`config.mk`:
```
export PLATFORM = sky130hd
export DESIGN_NAME = tribus_arbiter_flat
export DESIGN_NICKNAME = d
export VERILOG_FILES = /design/src/rtl/tribus_arbiter_if.sv /design/src/rtl/tribus_arbiter.sv /design/src/flat_wrapper.sv
export SDC_FILE = /design/constraint.sdc
export NUM_CORES = 1
export LEC_CHECK = 0
export CAP_MARGIN = 20
export CORE_ASPECT_RATIO = 0.5
export CORE_MARGIN = 2
export CORE_UTILIZATION = 30
export DETAILED_ROUTE_END_ITERATION = 8
export SLEW_MARGIN = 20
export SYNTH_ARGS = -nofsm -noshare
export SYNTH_HDL_FRONTEND = slang
export SYNTH_SLANG_ARGS = --single-unit
```
`constraint.sdc`:
```
create_clock -name clk -period 1.8 [get_ports clk]
set_input_delay 0.36 -clock clk [delete_from_list [all_inputs] [get_ports clk]]
set_output_delay 0.36 -clock clk [all_outputs]
set_load 0.1 [all_outputs]
```
`src/rtl/tribus_arbiter_if.sv`:
```
// Bundles the requester-side and bus-side signals of the tri-state bus arbiter.
// Latency: none (wires only).
// Backpressure: none; req is a level-sensitive request and gnt is the only flow control.
interface tribus_arbiter_if #(
    parameter int NREQ = 4,
    parameter int DW   = 8
);
    localparam int OW = $clog2(NREQ);

    logic [NREQ-1:0]    req;
    logic [NREQ*DW-1:0] data_in;
    logic [NREQ-1:0]    gnt;
    logic [NREQ-1:0]    oe;
    logic [OW-1:0]      owner;
    logic [DW-1:0]      bus_data;
    logic               bus_valid;
    logic               busy;

    // Requesting agents: drive requests and data, observe grant/bus.
    modport master (
        output req, data_in,
        input  gnt, oe, owner, bus_data, bus_valid, busy
    );

    // Arbiter side.
    modport slave (
        input  req, data_in,
        output gnt, oe, owner, bus_data, bus_valid, busy
    );
endinterface

```
`src/rtl/tribus_arbiter.sv`:
```
// Round-robin owner sequencing for a shared tri-state bus, with a turnaround gap between owners.
// Latency: req to registered gnt/oe is 1 cycle; bus_data/bus_valid follow gnt with no extra delay.
// Backpressure: requesters wait at req until granted; an owner is held at most MAX_HOLD cycles.
module tribus_arbiter #(
    parameter int NREQ       = 4,
    parameter int DW         = 8,
    parameter int MAX_HOLD   = 8,
    parameter int TURNAROUND = 1
) (
    input  logic            clk,
    input  logic            rst,
    tribus_arbiter_if.slave bus
);
    localparam int OW = $clog2(NREQ);
    localparam int HW = (MAX_HOLD > 1) ? $clog2(MAX_HOLD) : 1;
    localparam int TW = 2;
    localparam logic [HW-1:0] HOLD_LAST = HW'(MAX_HOLD - 1);
    localparam logic [TW-1:0] TURN_LAST = TW'((TURNAROUND > 0) ? TURNAROUND - 1 : 0);

    typedef enum logic [1:0] {
        S_IDLE  = 2'd0,
        S_GRANT = 2'd1,
        S_TURN  = 2'd2
    } state_t;

    state_t          state, state_d;
    logic [NREQ-1:0] gnt_q, gnt_d;
    logic [OW-1:0]   owner_q, owner_d;
    logic [OW-1:0]   rr_ptr, rr_d;
    logic [HW-1:0]   hold_cnt, hold_d;
    logic [TW-1:0]   turn_cnt, turn_d;

    logic            win_vld;
    logic [OW-1:0]   win_idx;
    logic [OW-1:0]   cand;
    logic            rel;

    // Round-robin pick: first set req bit scanning upward from rr_ptr, wrapping.
    always_comb begin
        win_vld = 1'b0;
        win_idx = '0;
        cand    = '0;
        for (int k = 0; k < NREQ; k++) begin
            cand = OW'((int'(rr_ptr) + k) % NREQ);
            if (!win_vld && bus.req[cand]) begin
                win_vld = 1'b1;
                win_idx = cand;
            end
        end
    end

    // Owner gives the bus up when it drops its request or uses its full hold budget.
    assign rel = !bus.req[owner_q] || (hold_cnt == HOLD_LAST);

    // State and grant registers; reset wins over everything.
    always_ff @(posedge clk) begin
        if (rst) begin
            state    <= S_IDLE;
            gnt_q    <= '0;
            owner_q  <= '0;
            rr_ptr   <= '0;
            hold_cnt <= '0;
            turn_cnt <= '0;
        end else begin
            state    <= state_d;
            gnt_q    <= gnt_d;
            owner_q  <= owner_d;
            rr_ptr   <= rr_d;
            hold_cnt <= hold_d;
            turn_cnt <= turn_d;
        end
    end

    // Next-state: arbitrate only in IDLE, so every owner change passes through at least one dead cycle.
    always_comb begin
        state_d = state;
        gnt_d   = gnt_q;
        owner_d = owner_q;
        rr_d    = rr_ptr;
        hold_d  = hold_cnt;
        turn_d  = turn_cnt;
        case (state)
            S_IDLE: begin
                if (win_vld) begin
                    state_d = S_GRANT;
                    gnt_d   = {{(NREQ-1){1'b0}}, 1'b1} << win_idx;
                    owner_d = win_idx;
                    hold_d  = '0;
                end
            end
            S_GRANT: begin
                if (rel) begin
                    gnt_d = '0;
                    rr_d  = OW'((int'(owner_q) + 1) % NREQ);
                    if (TURNAROUND > 0) begin
                        state_d = S_TURN;
                        turn_d  = '0;
                    end else begin
                        state_d = S_IDLE;
                    end
                end else if (hold_cnt != HOLD_LAST) begin
                    hold_d = hold_cnt + 1'b1;
                end
            end
            S_TURN: begin
                if (turn_cnt == TURN_LAST) begin
                    state_d = S_IDLE;
                end else begin
                    turn_d = turn_cnt + 1'b1;
                end
            end
            default: begin
                state_d = S_IDLE;
                gnt_d   = '0;
            end
        endcase
    end

    // Outputs: oe mirrors the registered grant; the mux view selects the owner's slice.
    always_comb begin
        bus.gnt       = gnt_q;
        bus.oe        = gnt_q;
        bus.owner     = owner_q;
        bus.busy      = (state != S_IDLE);
        bus.bus_valid = |gnt_q;
        bus.bus_data  = '0;
        for (int k = 0; k < NREQ; k++) begin
            if ((|gnt_q) && (owner_q == OW'(k))) begin
                bus.bus_data = bus.data_in[k*DW +: DW];
            end
        end
    end
endmodule
```
`src/flat_wrapper.sv`:
```
// flat-port wrapper written by rule: the top's interface ports become plain ports
module tribus_arbiter_flat 
#(
    parameter int NREQ       = 4,
    parameter int DW         = 8,
    parameter int MAX_HOLD   = 8,
    parameter int TURNAROUND = 1
)
  (clk, rst, bus_req, bus_data_in, bus_gnt, bus_oe, bus_owner, bus_bus_data, bus_bus_valid, bus_busy);
  tribus_arbiter_if #(.NREQ(NREQ), .DW(DW)) bus_i ();
  input  logic clk;
  input  logic rst;
  input wire logic [$bits(bus_i.req)-1:0] bus_req;
  input wire logic [$bits(bus_i.data_in)-1:0] bus_data_in;
  output wire logic [$bits(bus_i.gnt)-1:0] bus_gnt;
  output wire logic [$bits(bus_i.oe)-1:0] bus_oe;
  output wire logic [$bits(bus_i.owner)-1:0] bus_owner;
  output wire logic [$bits(bus_i.bus_data)-1:0] bus_bus_data;
  output wire logic [$bits(bus_i.bus_valid)-1:0] bus_bus_valid;
  output wire logic [$bits(bus_i.busy)-1:0] bus_busy;
  assign bus_i.req = bus_req;
  assign bus_i.data_in = bus_data_in;
  assign bus_gnt = bus_i.gnt;
  assign bus_oe = bus_i.oe;
  assign bus_owner = bus_i.owner;
  assign bus_bus_data = bus_i.bus_data;
  assign bus_bus_valid = bus_i.bus_valid;
  assign bus_busy = bus_i.busy;
  tribus_arbiter #(.NREQ(NREQ), .DW(DW), .MAX_HOLD(MAX_HOLD), .TURNAROUND(TURNAROUND)) u_core (.clk(clk), .rst(rst), .bus(bus_i));
endmodule
```
Word-level counts from Yosys, hierarchy flattened:

Index checks and enable logic that the tools add are counted.

* bits of input ports: 38
* output and inout bits: 20
* bits in registers: 15

* add/subtract/negate cells: 6
* shift-type cells: 1
* equal/unequal tests: 13
* reductions and logical operators: 25
* bitwise operators: 1
* $lt $le $gt $ge: 5
* mux-type cells: 36

Operator list (count)
* 8-bit 2-to-1 mux: 4
* 2-bit 2-to-1 mux: 9
* 2-bit by 3-bit < comparator with 1-bit output, second input constant: 5
* 4-bit case mux with 3 select lines: 1
* 1-bit binary-select mux with 2-bit select: 5
* 1-bit 2-to-1 mux: 9
* 3-bit 2-to-1 mux: 3
* 3-bit AND reduction: 3
* 4-bit 2-to-1 mux: 2
* 2-bit by 1-bit inequality test with 1-bit output, second input constant: 4
* 1-bit logical AND: 7
* 2-bit by 1-bit adder with 2-bit output, second input constant: 3
* 2-bit == test, second input constant: 3
* 2-bit logical NOT: 3
* 2-bit case mux with 3 select lines: 1
* 3-bit case mux with 2 select lines: 1
* 2-bit nonzero test: 3
* 2-bit adder, second input constant: 2
* 2-bit by 1-bit == test with 1-bit output, second input constant: 2
* 1-bit logical NOT: 4
* 2-bit inequality test, second input constant: 2
* 2-bit case mux with 2 select lines: 1
* 2-bit AND reduction: 2
* 4-bit AND reduction: 1
* 7 further kinds: 7

Longest topological paths before layout:

Gate-level depths: netlist of the first run.

* depth after elaboration: 15
* gate-level depth with buffers: 7
* gate-level depth less buffers: 6

Worst setup path after synthesis of the first run:

No wires, ideal clock.

* path type: register to output
* from: register u_core.owner_q[1], in the netlist u_core.bus.owner[1]
* to: output bus_bus_data[6]
* cell stages (with the launch flop): 8
* required time: 1.440 ns
* buffers on the path: 1
* slack: -2.076 ns
* arrival time: 3.516 ns
* path through: dfxtp_1 > inv_1 > ha_1 > clkbuf_1 > nand3b_1 > a21oi_1 > a21oi_1 > o22ai_1

* cells in the longest elaborated chain, start to end: 6
* elaborated cells on any way between the ends: 12

RTL lines
* from (decl): RTL line tribus_arbiter.sv:28 `logic [OW-1:0] owner_q, owner_d;`
* from (signal assigned): RTL line tribus_arbiter.sv:67 `owner_q <= owner_d;`
* 2-bit logical NOT: RTL line tribus_arbiter.sv:128 `if ((|gnt_q) && (owner_q == OW'(k))) begin`
* 1-bit logical AND: RTL line tribus_arbiter.sv:128
* 8-bit 2-to-1 mux (3 in series): RTL line tribus_arbiter.sv:128
* 8-bit 2-to-1 mux (*): RTL line tribus_arbiter.sv:128
* to (decl): RTL line flat_wrapper.sv:18 `output wire logic [$bits(bus_i.bus_data)-1:0] bus_bus_data;`

Every way passes the cells marked *; elsewhere a longest branch is shown, timed or not.

Final worst setup path of the first run:

* from: register u_core.owner_q[0], in the netlist u_core.bus.owner[0]
* to: output bus_bus_data[1]

Same word-level chain as after synthesis.

==> impl_metrics.yaml, run 1 <==
outcome:
  status: "finished with violations"
  violations: "setup timing"
setup_path:
  cp-end-kind: "output port"
  critPathSlowestCell: "dfxtp_4"
  critPathLaunchType: "register"
  critical-path-top-delay-family: "simple AND/OR/NAND/NOR gates"
  r2r_slack_ps: -120
  r2r-start: "u_core.bus.owner[1]"
  cp_slowest_stage_delay_ps: 370
  cp_cell_sequence: "inv_4, ha_2, nor2b_4, a221oi_2, nor3_2, a31o_4, buf_12"
  cp_num_cells: 7
  crit_type: "register to output port"
  reg2reg_depth: 8
  critPathMaxFanout: 7
  rr_endpoint: "u_core.hold_cnt[0]"
  crit_arrival_ps: 1800
  cp_num_buf_inv: 2
  required_ps: 1440
die:
  start_util_pct: 32.3
  dieArea_sq_um: 4910
  chipWidth_um: 97.1
  ios: 58
  core_region_area_sq_um: 4020
  die_h_um: 50.5
  rows: 16
power:
  p_int_mw: 1.73
  total_leakage_power_nw: 1.04
  share_comb_of_total_power_pct: 79.4
  powerDensity_nw_per_um2: 1250
  seqPwrFrac_pct: 12.5
  pwr-share-clk_pct: 8.1
  swShare_pct: 51.2
  switching_power_mw: 1.81
  vdd_drop_max_mv: 0.551
  finalPower_mw: 3.54
drt:
  via_per_inst: 5.21
  drtAntennaViolNets: 0
  drt-total-wl_mm: 4.73
  initialDrtViolationCount: 31
  wire_per_inst_um: 15.6
  drc: 0
  drt_first_pass_iters: 4
  vias: 1583
logic_synthesis:
  synth.distinct_cells: 44
  synthSimpleGateAreaFrac_pct: 27.0
  synth.avg_cell_area_sq_um: 7.93
  synth_area_sq_um: 1300
  synth-async-reset-ratio_pct: 0
  ys_top_cells_by_area: "dfxtp_1 (23%), ha_1 (9.6%), nor2b_1 (6.3%)"
  syn_nets: 212
  yosysMostFrequentCell: "dfxtp_1"
  synth_compound_area_share_pct: 30.2
  synth_edf_count: 0
  synth-warning-count: 0
  yosysTopAreaCellShare_pct: 23.1
  synth_top_family_by_area: "compound AO/OA/AOI/OAI gates"
  synth_xor_area_share_pct: 0
  synth_cells: 164
  synth_fa_ha_area_share_pct: 9.62
  synth-seq-cells: 15
  yosysSeqAreaShare_pct: 23.1
  synth_top_area_cell: "dfxtp_1"
  synth_flop_cell: "dfxtp_1"
  synth_common_cells: "dfxtp_1 (15), nor2b_1 (13), a21oi_1 (11), nand2_1 (11)"
  synthMuxAreaShare_pct: 2.79
sta:
  drv_slew: 0
  maxSlewHeadroom_pct: 65.3
  fmax_ghz: 0.462
  holdWs_ps: 499
  layout_setup_ws_ps: -363
  hold_violations: 0
  rsz0062_at_grt: "true"
  setup_violations: 14
  worst_pin_slew_ps: 515
  fin_skew_ps: 7.10
  period_needed_ps: 2160
  timing.final.crit_share_pct: 120
worst_hold_path:
  hold_start: "u_core.rr_ptr[0]"
  holdPathEnd: "u_core.rr_ptr[0]"
  hold_path.class: "register to register"
  min_delay_path_depth: 2
cts:
  cts-buffers-inserted: 3
  insertion_delay_ps: 260
  cts_sinks: 15
  clkSlewWorstSetupHoldPaths_ps: 70
  cts_max_path_buffers: 2
  ctsHtreeMaxLevel: 1
  cts_tree: "yes"
  cts-root-buf: "clkbuf_8"
finish:
  drive_gt1_share_pct: 48.0
  areaGrowthSynthToFinish_pct: 118
  n_antenna_cell: 0
  fin_area_sq_um: 2840
  nNetsFinal: 299
  n_fill_cell: 324
global_route:
  grt_pass1_wl_mm: 7.88
  gr-usage-all-layers_pct: 20.0
  grt_max_degree: 16
  grt_pass1_vias: 1621
  grt_overflow_total: 0
  grt_antenna_before_repair: 0
place:
  postPlaceCellArea_sq_um: 2540
  hpwl_mm: 3.59
  post-place-ws_ps: -286
  io_buffers: 57
  gp_congestion: 0.900
job:
  drv_cap: 0
cell usage in the layout (no fill, tap or decap), types with 5 or more instances in the layout:
cell	count
nor2b_1	12
buf_4	26
dfxtp_1	8
nand2_1	11
nand2b_1	6
buf_6	6
nor3_2	6
a221oi_2	5
buf_12	22
inv_1	7
clkdlybuf4s50_1	33
a31o_4	7
ha_4	5
a21oi_1	7
o21ai_0	6
final cells by class:
class	instances	area, sq um	area share [%]
clock buffer	3	41.3	1.46
tap	54	67.6	2.38
inverter	11	55.1	1.94
timing repair buffer	92	1080	38.2
clock inverter	1	5.00	0.177
multi-input combinational	128	1260	44.6
sequential	15	319	11.3
worst register-to-register path, delay by kind of cell, from the launching register on:
family	cells	cell delay, ps
mux	1	200
flops	1	370
simple gates	1	400
compound gates	2	370
buf+inv	4	500
routing by layer:
metal  share of wire [%]  up-vias  global-route usage, %
met5                   0        -                      0
met1                  47      743                   25.6
met2                  47       42                   36.0
met3                 4.5        5                   3.62
met4                0.63        0                   3.52
li1                    -      793                      -
cell families after synthesis:
family | Yosys count
adders and majority gates | 10
buffers and inverters | 21
and+or+nand+nor | 62
AOI/OAI and AO/OA | 54
DFF | 15
muxes | 2
metrics by stage:
step | TNS (ps) | utilization [%] | cells
after floorplan | -3010 | - | 164
after global placement | -3050 | 63.2 | 297
after detailed placement | -3620 | 63.2 | 297
after CTS | -2560 | 68.5 | 303
after global routing | -4200 | 70.5 | 304
final | -3110 | 70.5 | 304
worst max-delay path by stage:
| stage | slack [ps] | endpoint | from |
|---|---|---|---|
| finish | -360 | bus_bus_data[1] | u_core.bus.owner[0] |
| global route | -450 | bus_bus_data[5] | u_core.bus.owner[1] |
| CTS | -350 | bus_bus_data[1] | u_core.bus.owner[0] |
| detailed placement | -290 | u_core.bus.gnt[1] | bus_req[0] |
| global placement | -240 | u_core.bus.gnt[1] | bus_req[2] |
| floorplan | -410 | bus_bus_data[6] | u_core.bus.owner[1] |
registers in the layout, indices dropped and copies added, names as in the netlist:
| name | flops |
|---|---|
| u_core.bus.gnt | 4 |
| u_core.hold_cnt | 3 |
| u_core.bus.owner | 2 |
| u_core.rr_ptr | 2 |
| u_core.state | 2 |
| u_core.turn_cnt | 2 |
power groups by stage:
stage                     logic, mW  clock network (mW)  registers (mW)
final                          2.81               0.288           0.442
after global routing           2.93               0.310           0.451
after CTS                      2.75               0.297           0.441
after detailed placement       2.59                   0           0.443
after global placement         2.56                   0           0.442
after floorplan                1.49                   0           0.607
what timing repair did:
| item | CTS | global route |
|---|---|---|
| endpoints found under the setup margin | 15 | 17 |
| pin swaps | 3 | 6 |
| setup buffers | 2 | 2 |
| hold buffers | 0 | 0 |
| endpoints found under the hold margin | 0 | 0 |
| gates resized for setup | 32 | 14 |
No activity file was read; power rests on OpenSTA's default activity.
==> run 2, diff against run 1 <==
- clock period: 1.8 -> 1.76 ns (I/O delays scaled with it)
==> impl_metrics.yaml, run 2 (same netlist as run 1, synthesis figures left out) <==
finish:
  n_fill_cell: 286
  seq_area_sq_um: 322
  multi_input_area_sq_um: 1310
  drive_gt1_share_pct: 51.8
  largest_reg_flops: 4
  mostFrequentLayoutCell: "clkdlybuf4s50_1"
  nNetsFinal: 302
  n_antenna_cell: 0
  fin_util_pct: 71.7
  fin_area_sq_um: 2890
  final_cell_mix: "clkdlybuf4s50_1 (33), buf_4 (31), buf_12 (21), nand2_1 (11), nor2b_1 (9)"
  areaGrowthSynthToFinish_pct: 122
setup_path:
  critical-path-top-delay-family: "simple AND/OR/NAND/NOR gates"
  r2r-start: "u_core.hold_cnt[1]"
  crit_arrival_ps: 1720
  cp-end-kind: "output port"
  cp_cell_sequence: "buf_4, ha_4, or2_4, nor3_2, a31o_4, buf_12"
  critPathMaxFanout: 8
  critPathSlowestCell: "dfxtp_4"
  cp_slowest_stage_delay_ps: 360
  required_ps: 1410
  crit_type: "register to output port"
  cp_num_buf_inv: 2
  critPathLaunchType: "register"
  setup.worst_path.start: "u_core.bus.owner[1]"
sta:
  period_needed_ps: 2070
  layout_setup_ws_ps: -309
  setup_violations: 8
  fin_skew_ps: 4.12
  hold_violations: 0
  maxSlewHeadroom_pct: 75.8
  drv_slew: 0
  fmax_ghz: 0.483
  rsz0062_at_grt: "true"
  timing.final.crit_share_pct: 118
  worst_pin_slew_ps: 360
drt:
  wire_per_inst_um: 15.3
  drt_first_pass_iters: 4
  drtAntennaViolNets: 0
  via_per_inst: 5.27
  drt-total-wl_mm: 4.69
  drc: 0
  initialDrtViolationCount: 33
  vias: 1618
die:
  chipWidth_um: 97.1
  ios: 58
  start_util_pct: 32.3
  die_h_um: 50.5
  dieArea_sq_um: 4910
  rows: 16
  core_region_area_sq_um: 4020
worst_hold_path:
  hold_path.class: "register to register"
  hold_start: "u_core.turn_cnt[1]"
place:
  postPlaceCellArea_sq_um: 2520
  gp_congestion: 0.843
  io_buffers: 57
  hpwl_mm: 3.61
cts:
  cts_max_path_buffers: 2
  insertion_delay_ps: 240
  cts-buffers-inserted: 3
  cts-root-buf: "clkbuf_8"
  cts_tree: "yes"
  ctsHtreeMaxLevel: 1
  cts_sinks: 15
  clkSlewWorstSetupHoldPaths_ps: 60
  holdBufCountCts: 0
power:
  vdd_drop_max_mv: 0.694
  powerDensity_nw_per_um2: 1260
  finalPower_mw: 3.62
  total_leakage_power_nw: 1.05
outcome:
  status: "finished with violations"
  violations: "setup timing"
global_route:
  grt_pass1_wl_mm: 7.72
  gr-usage-all-layers_pct: 19.4
  grt_max_degree: 16
  grt_overflow_total: 0
  grt_pass1_vias: 1649
  grt_antenna_before_repair: 0
job:
  drv_cap: 0
-- run 2: power breakdown --
group | switching, mW | internal (mW)
registers | 0.0605 | 0.398
clock network | 0.117 | 0.160
logic | 1.66 | 1.23
total | 1.84 | 1.78
-- run 2: routing by layer --
metal	routed length [um]	up-vias	track usage (%)	share of wire (%)
met5	0	-	0	0
met4	21	0	2.82	0.45
met3	232	2	2.65	4.9
met2	2210	45	34.7	47
met1	2230	770	25.8	47
li1	-	801	-	-
-- run 2: final timing paths --
kind                            slack (ps)  cells after the start            endpoint
worst min register to register         470                      2  u_core.turn_cnt[1]
worst max-delay path                  -310                      6     bus_bus_data[3]
worst min-delay path                   470                      2  u_core.turn_cnt[1]
worst max register to register          10                      6  u_core.hold_cnt[0]
-- run 2: final cells by class --
| cell class | count | area share, % |
|---|---|---|
| Sequential cell | 15 | 11.1 |
| Inverter | 11 | 1.99 |
| Timing Repair Buffer | 95 | 37.6 |
| Tap cell | 54 | 2.34 |
| Clock buffer | 4 | 1.56 |
| Multi-Input combinational cell | 128 | 45.3 |
-- run 2: metrics by stage --
step / setup WS, ps / cells / hold slack, ps / TNS [ps]
3_3_place_gp: -269 / 297 / 460 / -3540
3_5_place_dp: -293 / 297 / 468 / -3960
4_1_cts: -299 / 306 / 475 / -2280
2_1_floorplan: -442 / 164 / 450 / -3470
5_1_grt: -399 / 307 / 527 / -3060
6_report: -309 / 307 / 474 / -2380
-- run 2: what timing repair did --
| item | in CTS | in global routing |
|---|---|---|
| setup buffers | 8 | 1 |
| resized for setup | 40 | 16 |
| hold endpoints to repair | 0 | 0 |
| setup endpoints to repair | 16 | 17 |
| pin swaps | 8 | 9 |
-- run 2: worst reg2reg max path, delay by kind of cell, from the launching register on --
family / cells / cell delay [ps]
simple gates: 2 / 640
fa+ha+maj: 2 / 320
compound gates: 2 / 370
flops: 1 / 340
